`src/rtl/mem_access_unit_if.sv`:
```
// -----------------------------------------------------------------------------
// mem_access_unit_if
// Data-memory port between the access unit and a ready-handshake memory.
//   mem_req    : access unit requests a transfer
//   mem_we     : 1 = store, 0 = load
//   mem_addr   : word-aligned byte address
//   mem_be     : byte enables, one per byte lane
//   mem_wdata  : lane-replicated store data
//   mem_rdata  : read word returned by memory
//   mem_ready  : memory completes the request this cycle
// master = access unit side, slave = memory side.
// -----------------------------------------------------------------------------
interface mem_access_unit_if;
   logic        mem_req;
   logic        mem_we;
   logic [31:0] mem_addr;
   logic [3:0]  mem_be;
   logic [31:0] mem_wdata;
   logic [31:0] mem_rdata;
   logic        mem_ready;

   modport master (
      output mem_req, mem_we, mem_addr, mem_be, mem_wdata,
      input  mem_rdata, mem_ready
   );

   modport slave (
      input  mem_req, mem_we, mem_addr, mem_be, mem_wdata,
      output mem_rdata, mem_ready
   );
endinterface

```
`src/rtl/mem_access_unit.sv`:
```
// -----------------------------------------------------------------------------
// mem_access_unit
// Load/store controller between the execute stage and a ready-handshake data
// memory. Builds byte enables and replicated store data for sub-word stores,
// aligns and extends load data into ReadMem, and reports misaligned, illegal
// and timed-out accesses through Error alongside the one-cycle Done pulse.
//   clk, rst           : clock, asynchronous active-high reset
//   start              : request strobe, sampled only while idle
//   MemRead, MemWrite  : request is a load / store
//   Size               : 00 byte, 01 half, 10 word, 11 reserved
//   Unsigned           : loads: 1 zero-extends, 0 sign-extends
//   Address, WriteData : byte address, store data in the low bits
//   ReadMem            : last successful load result
//   Done, Error, Busy  : completion pulse, error flag (with Done), busy
//   mem                : data-memory port (master side)
// -----------------------------------------------------------------------------
module mem_access_unit #(
   parameter int unsigned TIMEOUT = 16
) (
   input  logic        clk,
   input  logic        rst,
   input  logic        start,
   input  logic        MemRead,
   input  logic        MemWrite,
   input  logic [1:0]  Size,
   input  logic        Unsigned,
   input  logic [31:0] Address,
   input  logic [31:0] WriteData,
   output logic [31:0] ReadMem,
   output logic        Done,
   output logic        Error,
   output logic        Busy,
   mem_access_unit_if.master mem
);

   typedef enum logic [1:0] {S_IDLE, S_ACCESS, S_DONE} state_t;

   // Counter must be able to hold TIMEOUT itself.
   localparam int unsigned CW = $clog2(TIMEOUT + 1);
   localparam logic [CW-1:0] LAST_CNT = CW'(TIMEOUT - 1);

   state_t        state_q, state_d;
   logic [CW-1:0] cnt_q, cnt_d;
   logic [31:0]   read_mem_q, read_mem_d;
   logic          error_q, error_d;
   logic [1:0]    lane_q, lane_d;
   logic [1:0]    size_q, size_d;
   logic          unsigned_q, unsigned_d;
   logic          we_q, we_d;
   logic [31:0]   addr_q, addr_d;
   logic [3:0]    be_q, be_d;
   logic [31:0]   wdata_q, wdata_d;

   logic          illegal_req;
   logic [31:0]   rd_shift;
   logic [31:0]   load_ext;

   assign illegal_req = (MemRead && MemWrite) || (Size == 2'b11) ||
                        (Size == 2'b01 && Address[0]) ||
                        (Size == 2'b10 && Address[1:0] != 2'b00);

   // Half and word accesses are aligned, so a byte-lane shift serves all sizes.
   assign rd_shift = mem.mem_rdata >> {lane_q, 3'b000};

   always_comb begin
      case (size_q)
         2'b00:   load_ext = unsigned_q ? {24'h0, rd_shift[7:0]}
                                        : {{24{rd_shift[7]}}, rd_shift[7:0]};
         2'b01:   load_ext = unsigned_q ? {16'h0, rd_shift[15:0]}
                                        : {{16{rd_shift[15]}}, rd_shift[15:0]};
         default: load_ext = rd_shift;
      endcase
   end

   // State register.
   // NOTE: sequential state uses non-blocking assignments so every flop
   // samples the pre-edge values regardless of statement order.
   always_ff @(posedge clk or posedge rst) begin
      if (rst) begin
         state_q    <= S_IDLE;
         cnt_q      <= '0;
         read_mem_q <= '0;
         error_q    <= 1'b0;
         lane_q     <= '0;
         size_q     <= '0;
         unsigned_q <= 1'b0;
         we_q       <= 1'b0;
         addr_q     <= '0;
         be_q       <= '0;
         wdata_q    <= '0;
      end else begin
         state_q    <= state_d;
         cnt_q      <= cnt_d;
         read_mem_q <= read_mem_d;
         error_q    <= error_d;
         lane_q     <= lane_d;
         size_q     <= size_d;
         unsigned_q <= unsigned_d;
         we_q       <= we_d;
         addr_q     <= addr_d;
         be_q       <= be_d;
         wdata_q    <= wdata_d;
      end
   end

   // Next-state and datapath.
   always_comb begin
      // NOTE: every target gets a default first so no path infers a latch.
      state_d    = state_q;
      cnt_d      = cnt_q;
      read_mem_d = read_mem_q;
      error_d    = error_q;
      lane_d     = lane_q;
      size_d     = size_q;
      unsigned_d = unsigned_q;
      we_d       = we_q;
      addr_d     = addr_q;
      be_d       = be_q;
      wdata_d    = wdata_q;

      case (state_q)
         S_IDLE: begin
            if (start && (MemRead || MemWrite)) begin
               if (illegal_req) begin
                  error_d = 1'b1;
                  state_d = S_DONE;
               end else begin
                  error_d    = 1'b0;
                  cnt_d      = '0;
                  lane_d     = Address[1:0];
                  size_d     = Size;
                  unsigned_d = Unsigned;
                  we_d       = MemWrite;
                  addr_d     = {Address[31:2], 2'b00};
                  case (Size)
                     2'b00: begin
                        be_d    = 4'b0001 << Address[1:0];
                        wdata_d = {4{WriteData[7:0]}};
                     end
                     2'b01: begin
                        be_d    = 4'b0011 << {Address[1], 1'b0};
                        wdata_d = {2{WriteData[15:0]}};
                     end
                     default: begin
                        be_d    = 4'b1111;
                        wdata_d = WriteData;
                     end
                  endcase
                  state_d = S_ACCESS;
               end
            end
         end
         S_ACCESS: begin
            cnt_d = cnt_q + 1'b1;
            if (mem.mem_ready) begin
               if (!we_q) read_mem_d = load_ext;
               error_d = 1'b0;
               state_d = S_DONE;
            end else if (cnt_q == LAST_CNT) begin
               error_d = 1'b1;
               state_d = S_DONE;
            end
         end
         default: state_d = S_IDLE;
      endcase
   end

   // Outputs.
   always_comb begin
      Done          = (state_q == S_DONE);
      Busy          = (state_q != S_IDLE);
      Error         = (state_q == S_DONE) && error_q;
      ReadMem       = read_mem_q;
      mem.mem_req   = (state_q == S_ACCESS);
      mem.mem_we    = we_q;
      mem.mem_addr  = addr_q;
      mem.mem_be    = be_q;
      mem.mem_wdata = wdata_q;
   end

endmodule
```
`src/flat_wrapper.sv`:
```
// flat-port wrapper written by rule: the top's interface ports become plain ports
module mem_access_unit_flat 
#(
   parameter int unsigned TIMEOUT = 16
)
  (clk, rst, start, MemRead, MemWrite, Size, Unsigned, Address, WriteData, ReadMem, Done, Error, Busy, mem_mem_req, mem_mem_we, mem_mem_addr, mem_mem_be, mem_mem_wdata, mem_mem_rdata, mem_mem_ready);
  mem_access_unit_if mem_i ();
  input  logic clk;
  input  logic rst;
  input  logic start;
  input  logic MemRead;
  input  logic MemWrite;
  input  logic [1:0] Size;
  input  logic Unsigned;
  input  logic [31:0] Address;
  input  logic [31:0] WriteData;
  output logic [31:0] ReadMem;
  output logic Done;
  output logic Error;
  output logic Busy;
  output wire logic [$bits(mem_i.mem_req)-1:0] mem_mem_req;
  output wire logic [$bits(mem_i.mem_we)-1:0] mem_mem_we;
  output wire logic [$bits(mem_i.mem_addr)-1:0] mem_mem_addr;
  output wire logic [$bits(mem_i.mem_be)-1:0] mem_mem_be;
  output wire logic [$bits(mem_i.mem_wdata)-1:0] mem_mem_wdata;
  input wire logic [$bits(mem_i.mem_rdata)-1:0] mem_mem_rdata;
  input wire logic [$bits(mem_i.mem_ready)-1:0] mem_mem_ready;
  assign mem_mem_req = mem_i.mem_req;
  assign mem_mem_we = mem_i.mem_we;
  assign mem_mem_addr = mem_i.mem_addr;
  assign mem_mem_be = mem_i.mem_be;
  assign mem_mem_wdata = mem_i.mem_wdata;
  assign mem_i.mem_rdata = mem_mem_rdata;
  assign mem_i.mem_ready = mem_mem_ready;
  mem_access_unit #(.TIMEOUT(TIMEOUT)) u_core (.clk(clk), .rst(rst), .start(start), .MemRead(MemRead), .MemWrite(MemWrite), .Size(Size), .Unsigned(Unsigned), .Address(Address), .WriteData(WriteData), .ReadMem(ReadMem), .Done(Done), .Error(Error), .Busy(Busy), .mem(mem_i));
endmodule
```
`config.mk`:
```
export PLATFORM = sky130hd
export DESIGN_NAME = mem_access_unit_flat
export DESIGN_NICKNAME = d
export VERILOG_FILES = /design/src/rtl/mem_access_unit_if.sv /design/src/rtl/mem_access_unit.sv /design/src/flat_wrapper.sv
export SDC_FILE = /design/constraint.sdc
export NUM_CORES = 1
export LEC_CHECK = 0
export CORE_ASPECT_RATIO = 0.75
export CORE_MARGIN = 5
export CORE_UTILIZATION = 39
export DETAILED_ROUTE_END_ITERATION = 6
export GPL_TIMING_DRIVEN = 0
export HOLD_SLACK_MARGIN = 0.06
export PLACE_DENSITY = 0.83
export SYNTH_ARGS = -nofsm -noshare
export SYNTH_HDL_FRONTEND = slang
export SYNTH_SLANG_ARGS = --single-unit
export TNS_END_PERCENT = 10
```
`constraint.sdc`:
```
create_clock -name clk -period 3.3 [get_ports clk]
set_input_delay 0.495 -clock clk [delete_from_list [all_inputs] [get_ports clk]]
set_output_delay 0.495 -clock clk [all_outputs]
set_load 0.02 [all_outputs]
```
==> out/results.tsv <==
metric	value	unit
outcome	completed	
diodes	0	
clk_pin_slew	0.07	ns
finalSetupViolCount	0	
yosys_warnings	0	
num_io_pins	210	
area_growth	50.01	%
drt_wl_total	16120	um
yosysUniqueCellTypes	40	
p_total	6.368	mW
crit_type	reg2out	
rows	36	
powerDensity	812.7	nW/um2
drv_slew	0	
async_flop_share	1.000	
cts_buffers	9	
reg2regPathDepth	5	
vias	4587	
syn_area_per_cell	10.95	um2
setup_ws	0.9637	ns
ir_drop	431.9	uV
die-area	15830	um2
yosysMostFrequentCell	dfrtp_1	
antenna_found_initial	0	
ys_seq_elements	112	
cp.arrival	1.84	ns
grt_start_max_net_pins	41	
grt_overflow	0	
endpoint_kind	primary output	
setup_tns	0	ns
pre_cts_slack	0.6159	ns
synth_area_leaders	dfrtp_1 (54%), mux2_2 (11%), mux2i_1 (7.9%)	
ctsResizeCount	0	
hpwl	12510	um
grt_pass1_vias	4855	
clockBufferDepth	2	
cts_tree	built	
drive_gt1_frac	0.1327	
syn_area	5224	um2
drtIter0Drc	195	
port_buffers	206	
die_w	143.6	um
clk_latency	0.35	ns
htree_levels	3	
syn_inst	477	
synthTopCellsByCount	dfrtp_1 (112), mux2_2 (50), nand2_1 (47)	
slew_headroom	0.3562	
synth_edf_count	0	
tightest_slew	0.9621	ns
ant_nets	0	
hold_viol	0	
yosysTopAreaCell	dfrtp_1	
min_path_cells	2	
cts_sinks	112	
hold_class	reg2reg	
coreArea	13060	um2
wl_per_cell	18.48	um
firstDrtPassIters	5	
start_util	0.3999	
grt_first_pass_wirelength	25340	um
post_cts_buffers	0	
skew	0.004485	ns
synth_top_cell_area_share	0.5365	
cts_root_buf	clkbuf_16	
yosysSeqAreaShare	0.5365	
worst-endpoint-required	2.80	ns
maxCapViolations	0	
critPathMaxFanout	9	
finalCritPeriodShare	0.7080	
leakage	3.383	nW
rsz0062_at_grt	false	
timing.fmax	428.0	MHz
die_h	110.2	um
grtUsageTotal	0.2062	
cp-start-kind	register	
n_fill_cell	1078	
min_period	2.336	ns
final_nets	804	
drc	0	
viasPerCell	5.260	
cts_hold_buf	0	
place_congestion	0.9131	
ys.flop_type	dfrtp_1	
-- worst max-delay path, cell delays in order (launching register included) --
cell	delay, ns
dfrtp_1	0.38
buf_6	0.14
nand2b_1	0.21
inv_1	0.14
clkdlybuf4s50_1	0.62
-- layout by cell type (no fill, tap or decap), types with 2 or more instances in the layout --
cell and instances:
clkbuf_16 9, buf_2 9, conb_1 2, o22ai_1 4
nor2_1 43, nand2_1 47, buf_6 2, ha_1 2
and2_1 8, dfrtp_1 112, clkinvlp_4 2, clkdlybuf4s50_1 206
mux2i_1 41, a221o_1 9, a21oi_1 32, nand2b_1 3
inv_1 9, o21ai_0 46, mux2_2 50, nand3_1 15
clkbuf_1 15, buf_12 2, nor3_2 2, buf_4 6
nor2b_1 3
-- cell type report --
type,instances,area [um2],share of cell area
Clock inverter,3,42.54,0.005429
Timing Repair Buffer,208,2102,0.2682
Tap cell,171,214.0,0.02730
Inverter,10,41.29,0.005269
Multi-Input combinational cell,324,2217,0.2829
Clock buffer,12,246.5,0.03145
Buffer,32,170.2,0.02171
Sequential cell,112,2803,0.3577
-- metal layers --
| layer | vias to the layer above | track usage | part of all wire |
|---|---|---|---|
| met5 | - | 0 | 0 |
| met4 | 0 | 0.05376 | 0.010 |
| met3 | 14 | 0.08926 | 0.12 |
| met2 | 221 | 0.3342 | 0.47 |
| met1 | 2255 | 0.2549 | 0.40 |
| li1 | 2097 | - | - |
-- kinds of logic after synthesis --
kind of cell / after synthesis / share of synthesized area
mux: 92 / 0.1907
fa+ha+maj: 3 / 0.006706
other cells: 1 / 0.0007179
simple gates: 127 / 0.1119
compound gates: 99 / 0.1121
buf+inv: 42 / 0.03976
xor+xnor: 1 / 0.001677
flops: 112 / 0.5365
-- path summary, 6_finish.rpt --
check	end	from	slack, ns
min in group asynchronous	u_core.ReadMem[10]$_DFFE_PP0P_	rst	0.68
max reg2reg	u_core.ReadMem[31]$_DFFE_PP0P_	u_core.lane_q[1]$_DFFE_PP0P_	1.28
min	u_core.mem.mem_wdata[26]$_DFFE_PP0P_	u_core.mem.mem_wdata[26]$_DFFE_PP0P_	0.49
min reg2reg	u_core.mem.mem_wdata[26]$_DFFE_PP0P_	u_core.mem.mem_wdata[26]$_DFFE_PP0P_	0.49
max in group asynchronous	u_core.ReadMem[2]$_DFFE_PP0P_	rst	1.93
max	mem_mem_req	u_core.state_q[1]$_DFFE_PP0P_	0.96
-- per-stage QoR --
stage          hold slack (ns)  utilization  area, um2  cells
2_1_floorplan           0.4679            -       5231    478
3_3_place_gp            0.4652       0.5747       7507    855
3_5_place_dp            0.4733       0.5778       7547    857
4_1_cts                 0.4907       0.5999       7836    872
5_1_grt                 0.5155       0.5999       7836    872
6_report                0.4869       0.5999       7836    872
-- flip-flops by register name, summed over array words and instances, names as in the netlist --
name	cells
u_core.lane_q	2
u_core.cnt_q	5
u_core.size_q	2
u_core.ReadMem	32
u_core.unsigned_q	1
u_core.error_q	1
u_core.mem.mem_we	1
u_core.mem.mem_addr	30
u_core.state_q	2
u_core.mem.mem_wdata	32
u_core.mem.mem_be	4
-- power breakdown --
group | internal (mW) | switching, mW | total, mW
combinational | 1.49 | 1.51 | 3.00
sequential | 1.92 | 0.345 | 2.27
clock | 0.605 | 0.491 | 1.10
Power figures use the tool's default switching activity.
